[config.mk]
export PLATFORM = sky130hd
export DESIGN_NAME = spi_cmd_sequencer
export DESIGN_NICKNAME = d
export VERILOG_FILES = /design/src/rtl/spi_pkg.sv /design/src/rtl/spi_cmd_fifo.sv /design/src/rtl/spi_cmd_sequencer.sv
export SDC_FILE = /design/constraint.sdc
export NUM_CORES = 1
export LEC_CHECK = 0
export ABC_AREA = 1
export CORE_ASPECT_RATIO = 0.9
export CORE_UTILIZATION = 56
export CTS_BUF_LIST = sky130_fd_sc_hd__clkbuf_4 sky130_fd_sc_hd__clkbuf_8
export CTS_CLUSTER_SIZE = 10
export DETAILED_ROUTE_END_ITERATION = 12
export HOLD_SLACK_MARGIN = 0.06
export PLACE_DENSITY = 0.82
export SYNTH_ARGS = -nofsm -noshare
export SYNTH_HDL_FRONTEND = slang
export SYNTH_HIERARCHICAL = 1
export SYNTH_SLANG_ARGS = --single-unit
[constraint.sdc]
create_clock -name clk_i -period 2.1 [get_ports clk_i]
set_clock_uncertainty 0.1 [all_clocks]
set_input_delay 0.21 -clock clk_i [delete_from_list [all_inputs] [get_ports clk_i]]
set_output_delay 0.21 -clock clk_i [all_outputs]
set_load 0.005 [all_outputs]
[src/rtl/spi_pkg.sv]
// spi_pkg: shared widths, slave codes and sequencer FSM states for the SPI command path.
package spi_pkg;
    localparam int SPI_DATA_W = 8;
    localparam int SPI_SS_W   = 3;
    localparam logic [SPI_SS_W-1:0] SS_NONE   = 3'b111;
    localparam logic [SPI_SS_W-1:0] SS_SLAVE1 = 3'b000;
    localparam logic [SPI_SS_W-1:0] SS_SLAVE2 = 3'b001;
    localparam logic [SPI_SS_W-1:0] SS_SLAVE3 = 3'b010;
    typedef enum logic [1:0] {ST_IDLE, ST_LAUNCH, ST_WAIT, ST_RESP} seq_state_e;
    function automatic logic ss_is_valid(input logic [SPI_SS_W-1:0] ss);
        return (ss == SS_SLAVE1) || (ss == SS_SLAVE2) || (ss == SS_SLAVE3);
    endfunction
endpackage

[src/rtl/spi_cmd_fifo.sv]
// spi_cmd_fifo: synchronous FIFO with asynchronous active-high reset.
// Ports: clk_i, rst_i; push_i/wdata_i write side (ignored when full_o);
// pop_i/rdata_o read side (rdata_o shows the head, ignored when empty_o).
module spi_cmd_fifo #(
    parameter int WIDTH = 11,
    parameter int DEPTH = 4
) (
    input  logic             clk_i,
    input  logic             rst_i,
    input  logic             push_i,
    input  logic [WIDTH-1:0] wdata_i,
    input  logic             pop_i,
    output logic [WIDTH-1:0] rdata_o,
    output logic             full_o,
    output logic             empty_o
);
    localparam int AW = $clog2(DEPTH);
    logic [AW:0]      wr_q, rd_q;
    logic [WIDTH-1:0] mem_q [DEPTH];
    logic             do_push, do_pop;
    // one extra pointer bit tells a full ring from an empty one
    assign full_o  = (wr_q[AW] != rd_q[AW]) && (wr_q[AW-1:0] == rd_q[AW-1:0]);
    assign empty_o = wr_q == rd_q;
    assign do_push = push_i && !full_o;
    assign do_pop  = pop_i && !empty_o;
    assign rdata_o = mem_q[rd_q[AW-1:0]];
    always_ff @(posedge clk_i or posedge rst_i) begin
        if (rst_i) begin
            wr_q <= '0;
            rd_q <= '0;
        end else begin
            wr_q <= wr_q + {{AW{1'b0}}, do_push};
            rd_q <= rd_q + {{AW{1'b0}}, do_pop};
        end
    end
    always_ff @(posedge clk_i) begin
        if (do_push) mem_q[wr_q[AW-1:0]] <= wdata_i;
    end
endmodule

[src/rtl/spi_cmd_sequencer.sv]
// spi_cmd_sequencer: queues host (slave, byte) commands and sequences them one at a time into the SPI stage.
// Ports: clk_i, rst_i (async, active-high); cmd_valid_i/cmd_ready_o/cmd_ss_i/cmd_data_i host command in;
// start_o/ss_o/data_m_o to the SPI stage; miso_data_i/sel_valid_i from it;
// rsp_valid_o/rsp_ready_i/rsp_data_o/rsp_err_o response out; busy_o activity flag.
// Build option SPI_SEQ_SKIP_INVALID_EN: invalid slave codes are answered with an error without launching.
module spi_cmd_sequencer
    import spi_pkg::*;
#(
    parameter int DEPTH       = 4,
    parameter int XFER_CYCLES = 3
) (
    input  logic                  clk_i,
    input  logic                  rst_i,
    input  logic                  cmd_valid_i,
    output logic                  cmd_ready_o,
    input  logic [SPI_SS_W-1:0]   cmd_ss_i,
    input  logic [SPI_DATA_W-1:0] cmd_data_i,
    output logic                  start_o,
    output logic [SPI_SS_W-1:0]   ss_o,
    output logic [SPI_DATA_W-1:0] data_m_o,
    input  logic [SPI_DATA_W-1:0] miso_data_i,
    input  logic                  sel_valid_i,
    output logic                  rsp_valid_o,
    input  logic                  rsp_ready_i,
    output logic [SPI_DATA_W-1:0] rsp_data_o,
    output logic                  rsp_err_o,
    output logic                  busy_o
);
    localparam int CW = $clog2(XFER_CYCLES) + 1;
    seq_state_e            state_q, state_d;
    logic [CW-1:0]         cnt_q, cnt_d;
    logic [SPI_SS_W-1:0]   ss_q, ss_d, head_ss;
    logic [SPI_DATA_W-1:0] data_q, data_d, head_data;
    logic                  start_q, start_d;
    logic                  rsp_valid_q, rsp_valid_d;
    logic [SPI_DATA_W-1:0] rsp_data_q, rsp_data_d;
    logic                  rsp_err_q, rsp_err_d;
    logic                  pop, full, empty;
    spi_cmd_fifo #(.WIDTH(SPI_SS_W + SPI_DATA_W), .DEPTH(DEPTH)) u_fifo (
        .clk_i   (clk_i),
        .rst_i   (rst_i),
        .push_i  (cmd_valid_i),
        .wdata_i ({cmd_ss_i, cmd_data_i}),
        .pop_i   (pop),
        .rdata_o ({head_ss, head_data}),
        .full_o  (full),
        .empty_o (empty)
    );
    always_comb begin
        state_d     = state_q;
        cnt_d       = cnt_q;
        ss_d        = ss_q;
        data_d      = data_q;
        start_d     = 1'b0;
        rsp_valid_d = rsp_valid_q;
        rsp_data_d  = rsp_data_q;
        rsp_err_d   = rsp_err_q;
        pop         = 1'b0;
        case (state_q)
            ST_IDLE: begin
                if (!empty) begin
                    pop = 1'b1;
`ifdef SPI_SEQ_SKIP_INVALID_EN
                    if (!ss_is_valid(head_ss)) begin
                        state_d     = ST_RESP;
                        rsp_valid_d = 1'b1;
                        rsp_data_d  = '0;
                        rsp_err_d   = 1'b1;
                    end else begin
                        state_d = ST_LAUNCH;
                        start_d = 1'b1;
                        ss_d    = head_ss;
                        data_d  = head_data;
                    end
`else
                    state_d = ST_LAUNCH;
                    start_d = 1'b1;
                    ss_d    = head_ss;
                    data_d  = head_data;
`endif
                end
            end
            ST_LAUNCH: begin
                state_d = ST_WAIT;
                cnt_d   = CW'(XFER_CYCLES - 1);
            end
            ST_WAIT: begin
                if (cnt_q == '0) begin
                    state_d     = ST_RESP;
                    rsp_valid_d = 1'b1;
                    rsp_data_d  = miso_data_i;
                    rsp_err_d   = !sel_valid_i;
                end else begin
                    cnt_d = cnt_q - CW'(1);
                end
            end
            ST_RESP: begin
                if (rsp_ready_i) begin
                    state_d     = ST_IDLE;
                    rsp_valid_d = 1'b0;
                    ss_d        = SS_NONE;
                    data_d      = '0;
                end
            end
            default: state_d = ST_IDLE;
        endcase
    end
    always_ff @(posedge clk_i or posedge rst_i) begin
        if (rst_i) begin
            state_q     <= ST_IDLE;
            cnt_q       <= '0;
            ss_q        <= SS_NONE;
            data_q      <= '0;
            start_q     <= 1'b0;
            rsp_valid_q <= 1'b0;
            rsp_data_q  <= '0;
            rsp_err_q   <= 1'b0;
        end else begin
            state_q     <= state_d;
            cnt_q       <= cnt_d;
            ss_q        <= ss_d;
            data_q      <= data_d;
            start_q     <= start_d;
            rsp_valid_q <= rsp_valid_d;
            rsp_data_q  <= rsp_data_d;
            rsp_err_q   <= rsp_err_d;
        end
    end
    assign cmd_ready_o = !full;
    assign busy_o      = (state_q != ST_IDLE) || !empty;
    assign start_o     = start_q;
    assign ss_o        = ss_q;
    assign data_m_o    = data_q;
    assign rsp_valid_o = rsp_valid_q;
    assign rsp_data_o  = rsp_data_q;
    assign rsp_err_o   = rsp_err_q;
endmodule

==> After elaboration in Yosys (flattened, before gate mapping) <==
Memories as Yosys holds them, arrays and structs flattened.
Index checks and enable logic that the tools add are counted.
{ "totals": {"input_bits": 24, "output_inout_bits": 24, "register_bits": 33, "n_memories": 1, "latchBits": 0, "rom_bits": 0, "word_cells": 61, "mem_bits_rw": 44} }
{ "memory_table": {"columns": ["name", "words", "word_bits", "read_ports", "rd_clocked_by_memory_dff", "write_ports", "line_no", "source"], "rows": [
  ["u_fifo.mem_q", 4, 11, 1, 0, 1, "spi_cmd_fifo.sv:19", "logic [WIDTH-1:0] mem_q [DEPTH];"]
]} }
{ "op_classes": {"mul": 0, "bitwise": 0, "shift": 0, "n_eq_ne": 10, "n_addsub": 3, "n_lt_le_gt_ge": 0, "n_mux": 19, "reduce_logical": 18, "div_mod_pow": 0} }
{ "op_table": {"columns": ["cell", "count"], "rows": [
  ["2-to-1 mux 8 bit", 2],
  ["one-hot mux 8 bit (2 select lines)", 1],
  ["one-hot mux 3 bit (2 select lines)", 2],
  ["2-to-1 mux 3 bit", 3],
  ["AND reduction 3 bit", 3],
  ["inequality test 2 bit, second input constant", 4],
  ["one-hot mux 2 bit (4 select lines)", 1],
  ["nonzero test 2 bit", 4],
  ["adder 3 x 1 -> 3 bit", 2],
  ["2-to-1 mux 1 bit", 6],
  ["2-to-1 mux 2 bit", 3],
  ["equality test 2 bit, second input constant", 2],
  ["AND reduction 2 bit", 2],
  ["equality test 3 bit", 1],
  ["logical AND 1 bit", 3],
  ["logical NOT 1 bit", 3],
  ["logical NOT 3 bit", 1],
  ["subtractor 3 x 1 -> 3 bit, second input constant", 1],
  ["equality test 2 x 1 -> 1 bit, second input constant", 1],
  ["equality test 2 bit", 1],
  ["logical NOT 2 bit", 1],
  ["one-hot mux 1 bit (2 select lines)", 1],
  ["logical OR 1 bit", 1],
  ["inequality test 1 bit", 1]
]} }

==> Logic depth before layout (Yosys ltp) <==
{ "logic_depth": {"ltp_word": 6, "mapped_depth": 13, "ltp_nobuf": 13} }

==> Cells and area by module <==
The synthesis kept the hierarchy.
{ "by_module_without_submodules": {"columns": ["mod", "area_each_um2", "n_inst", "cells_each", "seq_area_each_um2"], "rows": [
  ["spi_cmd_fifo", 1958.1, 1, 147, 1471.4],
  ["spi_cmd_sequencer", 1292.5, 1, 154, 679.4]
]} }

==> Least setup slack after synthesis <==
OpenSTA, ideal clock, no wires.
{ "synth_path": {"path_type": "register to register", "from": "reg u_fifo.rd_q[0]", "to": "reg u_fifo.rd_q[2]", "n_path_buf": 0, "setup_slack_ps": 307, "arrival_time_ps": 1570, "path_stages_with_launch": 12, "synth_period_minus_slack_ps": 1793, "required_time_ps": 1877, "path_cell_list": "dfrtp_1 > xnor2_1 > nand3b_1 > inv_1 > inv_1 > nand2_1 > inv_1 > nand2_1 > inv_1 > ha_1 > ha_1 > xor2_1"} }
{ "synth_via": {"elab_chain_cells": 5, "elab_cells_between_ends": 6, "classes_between": "add/sub: 1; eq/ne: 1; mux: 2; reduce/logical: 2"} }
{ "synth_rtl": {"columns": ["item", "line_no", "source"], "rows": [
  ["start, declared", "spi_cmd_fifo.sv:18", "logic [AW:0] wr_q, rd_q;"],
  ["start signal, assigned", "spi_cmd_fifo.sv:33", "rd_q <= rd_q + {{AW{1'b0}}, do_pop};"],
  ["equality test 3 bit", "spi_cmd_fifo.sv:23", "assign empty_o = wr_q == rd_q;"],
  ["named net empty", "spi_cmd_sequencer.sv:38", "logic pop, full, empty;"],
  ["2-to-1 mux 1 bit", "spi_cmd_sequencer.sv:61", "if (!empty) begin"],
  ["2-to-1 mux 1 bit", "spi_cmd_sequencer.sv:59", "case (state_q)"],
  ["named net pop", "spi_cmd_sequencer.sv:38", null],
  ["logical AND 1 bit", "spi_cmd_fifo.sv:25", "assign do_pop = pop_i && !empty_o;"],
  ["adder 3 x 1 -> 3 bit", "spi_cmd_fifo.sv:33", null]
]} }
The timed path passes the listed nets, and every way through them passes these cells.
A chain may end at the register's enable or synchronous reset.

==> Final worst setup path <==
{ "layout_path": {"from": "reg u_fifo.rd_q[1]", "to": "out cmd_ready_o"} }
{ "layout_via": {"elab_chain_cells": 3} }
{ "layout_rtl": {"columns": ["item", "line_no", "source"], "rows": [
  ["equality test 2 bit", "spi_cmd_fifo.sv:22", "assign full_o = (wr_q[AW] != rd_q[AW]) && (wr_q[AW-1:0] == rd_q[AW-1:0]);"],
  ["logical AND 1 bit", "spi_cmd_fifo.sv:22", null],
  ["named net full", "spi_cmd_sequencer.sv:38", null],
  ["logical NOT 1 bit", "spi_cmd_sequencer.sv:129", "assign cmd_ready_o = !full;"],
  ["end, declared", "spi_cmd_sequencer.sv:15", "output logic cmd_ready_o,"]
]} }
The timed path passes the listed nets, and every way through them passes these cells.

==> report_table.html <==
<table>
<tr><th>Metric</th><th>Value</th></tr>
<tr><th colspan="2">Critical path</th></tr>
<tr><td>Required arrival time at the worst endpoint</td><td>~1.8 ns</td></tr>
<tr><td>CP top delay family</td><td>buffers and inverters</td></tr>
<tr><td>Critical-path cell list</td><td>inv_1 -&gt; nand2_1 -&gt; nand2_1 -&gt; nand3_2 -&gt; inv_1 -&gt; inv_1 -&gt; clkdlybuf4s50_1</td></tr>
<tr><td>Kind of capture point of the worst setup path</td><td>output pin</td></tr>
<tr><td>Reg2reg start</td><td>u_fifo/wr_q[1]</td></tr>
<tr><td>Worst reg2reg path depth</td><td>13</td></tr>
<tr><td>Cell type with the highest occurrence count on the critical path</td><td>sky130_fd_sc_hd__inv_1</td></tr>
<tr><td>Biggest cell delay along the critical path</td><td>roughly 0.48 ns</td></tr>
<tr><td>Crit path depth</td><td>7</td></tr>
<tr><td>Slowest stage cell, crit path</td><td>sky130_fd_sc_hd__clkdlybuf4s50_1</td></tr>
<tr><td>CP bufs+invs</td><td>4</td></tr>
<tr><td>Startpoint-to-endpoint class of the critical path</td><td>reg -&gt; out</td></tr>
<tr><td>Arrival @ worst endpoint</td><td>between 1.5 and 2 ns</td></tr>
<tr><td>Setup slack of the most critical reg-to-reg path</td><td>0.25 ns</td></tr>
<tr><td>CP max FO</td><td>4</td></tr>
<tr><td>Kind of start point of the critical path</td><td>flip-flop</td></tr>
<tr><td>Reg-to-Reg End</td><td>u_fifo/rd_q[2]</td></tr>
<tr><th colspan="2">Floorplan</th></tr>
<tr><td>Starting Density</td><td>0.601</td></tr>
<tr><td>Placement row count</td><td>25</td></tr>
<tr><td>Boundary Pins</td><td>48</td></tr>
<tr><td>DIE WIDTH</td><td>82.3 um</td></tr>
<tr><td>Core area</td><td>0.00541 sq mm</td></tr>
<tr><td>Area of the die</td><td>between 0.006 and 0.007 sq mm</td></tr>
<tr><td>DIE HEIGHT</td><td>roughly 74 um</td></tr>
<tr><th colspan="2">Cells and area</th></tr>
<tr><td>Fraction of final layout cells with drive strength greater than 1</td><td>0.125</td></tr>
<tr><td>Area of the multi-input gates</td><td>approximately 920 sq um</td></tr>
<tr><td>Final net count</td><td>about 400</td></tr>
<tr><td>Antenna diode count</td><td>0</td></tr>
<tr><td>Count of fill cells added during filler insertion</td><td>roughly 370</td></tr>
<tr><td>Synth-to-layout area growth</td><td>24.5%</td></tr>
<tr><td>Storage element area</td><td>0.00215 sq mm</td></tr>
<tr><th colspan="2">Hold path</th></tr>
<tr><td>Hold depth</td><td>3</td></tr>
<tr><td>Worst min-delay path startpoint</td><td>miso_data_i[4]</td></tr>
<tr><td>Min-Delay Endpoint</td><td>rsp_data_o[4]</td></tr>
<tr><td>Tightest Hold Check Type</td><td>in -&gt; reg</td></tr>
<tr><th colspan="2">Synth</th></tr>
<tr><td>Post-Synthesis Net Count</td><td>about 340</td></tr>
<tr><td>Share of the synthesized area in the top cell type</td><td>0.406</td></tr>
<tr><td>Number of flip-flops and latches in the synthesized netlist</td><td>77</td></tr>
<tr><td>Sequential fraction of the synthesis area</td><td>0.662</td></tr>
<tr><td>Primary FF master, synth</td><td>sky130_fd_sc_hd__edfxtp_1</td></tr>
<tr><td>Post-synth EDFFs</td><td>44</td></tr>
<tr><td>Warning count from the yosys run</td><td>6</td></tr>
<tr><td>FFs w/ async S/R, synth</td><td>0.429</td></tr>
<tr><td>Mapped Area</td><td>0.00325 sq mm</td></tr>
<tr><td>Dominant cells by area after synthesis</td><td>sky130_fd_sc_hd__edfxtp_1, sky130_fd_sc_hd__dfrtp_1, sky130_fd_sc_hd__nand2_1</td></tr>
<tr><td>Distinct cell type count after synthesis</td><td>24</td></tr>
<tr><td>Cells after synthesis</td><td>about 300</td></tr>
<tr><td>Most used standard cells in the synthesized netlist</td><td>sky130_fd_sc_hd__nand2_1, sky130_fd_sc_hd__edfxtp_1, sky130_fd_sc_hd__nor2_1</td></tr>
<tr><td>Leading area contributor after synthesis</td><td>sky130_fd_sc_hd__edfxtp_1</td></tr>
<tr><td>Average cell area after synthesis</td><td>roughly 11 sq um</td></tr>
<tr><td>Most instantiated library cell after synthesis</td><td>sky130_fd_sc_hd__nand2_1</td></tr>
<tr><th colspan="2">Routing</th></tr>
<tr><td>Post-DR wirelength/cell</td><td>13.6 um</td></tr>
<tr><td>Number of DRC violations after detailed routing</td><td>0</td></tr>
<tr><td>Per-cell via count in the routed design</td><td>just over 5</td></tr>
<tr><td>Antenna Violating Nets Remaining</td><td>0</td></tr>
<tr><td>Count of routing violations after the opening detailed-route iteration</td><td>between 100 and 150</td></tr>
<tr><td>Sum of routed wire length over all layers</td><td>approximately 5.9 mm</td></tr>
<tr><td>Length of the first detailed-routing pass in iterations</td><td>4</td></tr>
<tr><td>Total number of vias</td><td>approximately 2.2k</td></tr>
<tr><th colspan="2">Global route</th></tr>
<tr><td>Vias in the first global route</td><td>about 2.1k</td></tr>
<tr><td>First-pass GRT wire length</td><td>9.78 mm</td></tr>
<tr><td>Global-route usage over all layers</td><td>0.229</td></tr>
<tr><td>Maximum number of pins on one net before global-route repair</td><td>28</td></tr>
<tr><td>Antenna violations before repair</td><td>0</td></tr>
<tr><td>Total overflow reported by the global router</td><td>0</td></tr>
<tr><th colspan="2">Timing</th></tr>
<tr><td>Maximum achievable frequency</td><td>about 0.52 GHz</td></tr>
<tr><td>Transition time at the pin with the least slew margin</td><td>approximately 0.44 ns</td></tr>
<tr><td>Crit path setup slack, layout</td><td>between 0.15 and 0.2 ns</td></tr>
<tr><td>Final count of pins violating max slew</td><td>0</td></tr>
<tr><td>Crit share post-route</td><td>0.922</td></tr>
<tr><td>Final critical delay including setup and external delays</td><td>1.94 ns</td></tr>
<tr><td>Number of endpoints with negative hold slack in the final report</td><td>0</td></tr>
<tr><td>RSZ-0062 raised after global routing</td><td>false</td></tr>
<tr><td>Final-report setup violation count</td><td>0</td></tr>
<tr><td>Fin Setup TNS</td><td>0 ns</td></tr>
<tr><td>Worst rel slew slack</td><td>0.708</td></tr>
<tr><th colspan="2">Clock network</th></tr>
<tr><td>Library cell used as clock root buffer</td><td>sky130_fd_sc_hd__clkbuf_8</td></tr>
<tr><td>CTS tree</td><td>done</td></tr>
<tr><td>Clock tree buffer depth</td><td>2</td></tr>
<tr><td>Reg clk slew, reported paths</td><td>about 0.080 ns</td></tr>
<tr><td>Number of buffers inserted during clock tree synthesis</td><td>9</td></tr>
<tr><td>Clock net sink count</td><td>77</td></tr>
<tr><td>CTS H-tree depth</td><td>3</td></tr>
<tr><td>Clock latency on the worst-skew pair</td><td>0.35 ns</td></tr>
<tr><th colspan="2">Placement</th></tr>
<tr><td>Estimated wirelength of the detail-placed design</td><td>between 4 and 5 mm</td></tr>
<tr><td>Count of input and output buffers</td><td>47</td></tr>
<tr><td>Weighted congestion at the end of routability-driven global placement</td><td>around 0.84</td></tr>
<tr><td>Worst-case setup slack after placement</td><td>between 0.2 and 0.25 ns</td></tr>
<tr><th colspan="2">Power and ir drop</th></tr>
<tr><td>Total power divided by cell area</td><td>between 1000 and 1500 mW/mm^2</td></tr>
<tr><td>Cell leakage power</td><td>1.79 nW</td></tr>
<tr><td>Peak supply drop</td><td>0.778 mV</td></tr>
<tr><th colspan="2">Outcome</th></tr>
<tr><td>Result of the run</td><td>complete, no violations</td></tr>
<tr><th colspan="2">Job</th></tr>
<tr><td>Number of max-capacitance violations reported</td><td>0</td></tr>
</table>
[tightest hold or removal path, stage by stage]
cell                              delay (ns)
sky130_fd_sc_hd__clkdlybuf4s50_1        0.40
sky130_fd_sc_hd__nand2_1                0.07
sky130_fd_sc_hd__nand2_1                0.04
[how the worst max path moves through the flow]
stage                         startpoint        endpoint  slack [ns]
after global routing      u_fifo/rd_q[1]     cmd_ready_o        0.05
after floorplan           u_fifo/rd_q[0]  u_fifo/rd_q[2]        0.31
final                     u_fifo/rd_q[1]     cmd_ready_o        0.16
after detailed placement  u_fifo/wr_q[0]  u_fifo/rd_q[2]        0.21
after CTS                 u_fifo/rd_q[2]          busy_o        0.05
after global placement    u_fifo/wr_q[0]  u_fifo/rd_q[2]        0.26
[metal layers]
layer | GRT usage | vias to the layer above | share of wire
met5 | 0 | - | 0
met4 | 0.0702 | 0 | 0.012
met3 | 0.0896 | 8 | 0.069
met2 | 0.382 | 59 | 0.50
met1 | 0.274 | 999 | 0.42
li1 | - | 1125 | -
[cells by family (layout without fill, tap and decap cells)]
family	count (synthesis)	in the layout	synth area share
flops	77	77	0.662
xor+xnor	3	3	0.00808
compound gates	38	38	0.0627
buf+inv	42	110	0.0573
simple gates	131	131	0.172
fa+ha+maj	10	10	0.0385
[cells in the final DEF (no fill, tap or decap)]
cell                              instances
sky130_fd_sc_hd__nand3_2                  2
sky130_fd_sc_hd__clkdlybuf4s50_1         46
sky130_fd_sc_hd__o21ai_1                  4
sky130_fd_sc_hd__dfrtp_2                  1
sky130_fd_sc_hd__o21ai_0                 22
sky130_fd_sc_hd__dlygate4sd3_1            1
sky130_fd_sc_hd__buf_4                   14
sky130_fd_sc_hd__inv_1                   30
sky130_fd_sc_hd__clkbuf_8                 9
sky130_fd_sc_hd__ha_1                    10
sky130_fd_sc_hd__xor2_1                   2
sky130_fd_sc_hd__a21oi_1                  1
sky130_fd_sc_hd__nand2_1                 72
sky130_fd_sc_hd__dfrtp_1                 29
sky130_fd_sc_hd__dlymetal6s2s_1           1
sky130_fd_sc_hd__clkbuf_4                 1
sky130_fd_sc_hd__nand4_1                  5
sky130_fd_sc_hd__or2_2                    3
sky130_fd_sc_hd__inv_2                    1
sky130_fd_sc_hd__nand2_4                  1
sky130_fd_sc_hd__nand2_2                  5
sky130_fd_sc_hd__clkinv_4                 4
sky130_fd_sc_hd__nand3_1                 10
sky130_fd_sc_hd__o22ai_1                 11
sky130_fd_sc_hd__inv_6                    1
sky130_fd_sc_hd__nand3b_1                 1
sky130_fd_sc_hd__clkinv_1                 2
sky130_fd_sc_hd__edfxtp_1                44
sky130_fd_sc_hd__xnor2_2                  1
sky130_fd_sc_hd__dfstp_2                  3
sky130_fd_sc_hd__nor2_1                  32
[state kept, by name, summed over array words and instances, names as in the netlist]
signal        flops
rsp_data_o        8
rsp_valid_o       1
u_fifo/mem_q     44
data_m_o          8
ss_o              3
cnt_q             3
state_q           2
rsp_err_o         1
u_fifo/wr_q       3
u_fifo/rd_q       3
start_o           1
[stage by stage]
| step | util | std cells | hold slack [ns] | total power [mW] | area, sq um |
|---|---|---|---|---|---|
| detailed placement | 0.706 | 416 | 0.356 | 4.87 | 3820 |
| global placement | 0.706 | 416 | 0.350 | 4.76 | 3820 |
| finish | 0.748 | 436 | 0.300 | 5.89 | 4050 |
| floorplan | - | 301 | -0.0990 | 3.94 | 3250 |
| global route | 0.748 | 436 | 0.301 | 6.37 | 4050 |
| CTS | 0.745 | 435 | 0.288 | 5.92 | 4030 |
[power breakdown]
| part | total (mW) | leakage, nW | switching (mW) | internal (mW) |
|---|---|---|---|---|
| sequential | 2.38 | 0.801 | 0.233 | 2.14 |
| combinational | 2.52 | 0.897 | 1.39 | 1.13 |
| clock | 0.992 | 0.0919 | 0.542 | 0.450 |
| total | 5.89 | 1.79 | 2.17 | 3.72 |
[layout make-up]
| class | instances | share of cell area |
|---|---|---|
| Sequential cell | 77 | 0.532 |
| Timing Repair Buffer | 62 | 0.145 |
| Clock buffer | 10 | 0.0325 |
| Multi-Input combinational cell | 182 | 0.228 |
| Clock inverter | 6 | 0.0118 |
| Tap cell | 67 | 0.0207 |
| Inverter | 32 | 0.0297 |
[repair_timing]
item	in CTS	in global routing
gates resized for setup	1	4
buffers inserted	2	1
setup endpoints to repair	1	1
hold buffers	1	0
hold endpoints to repair	6	0
No activity file was read; power rests on OpenSTA's default activity.
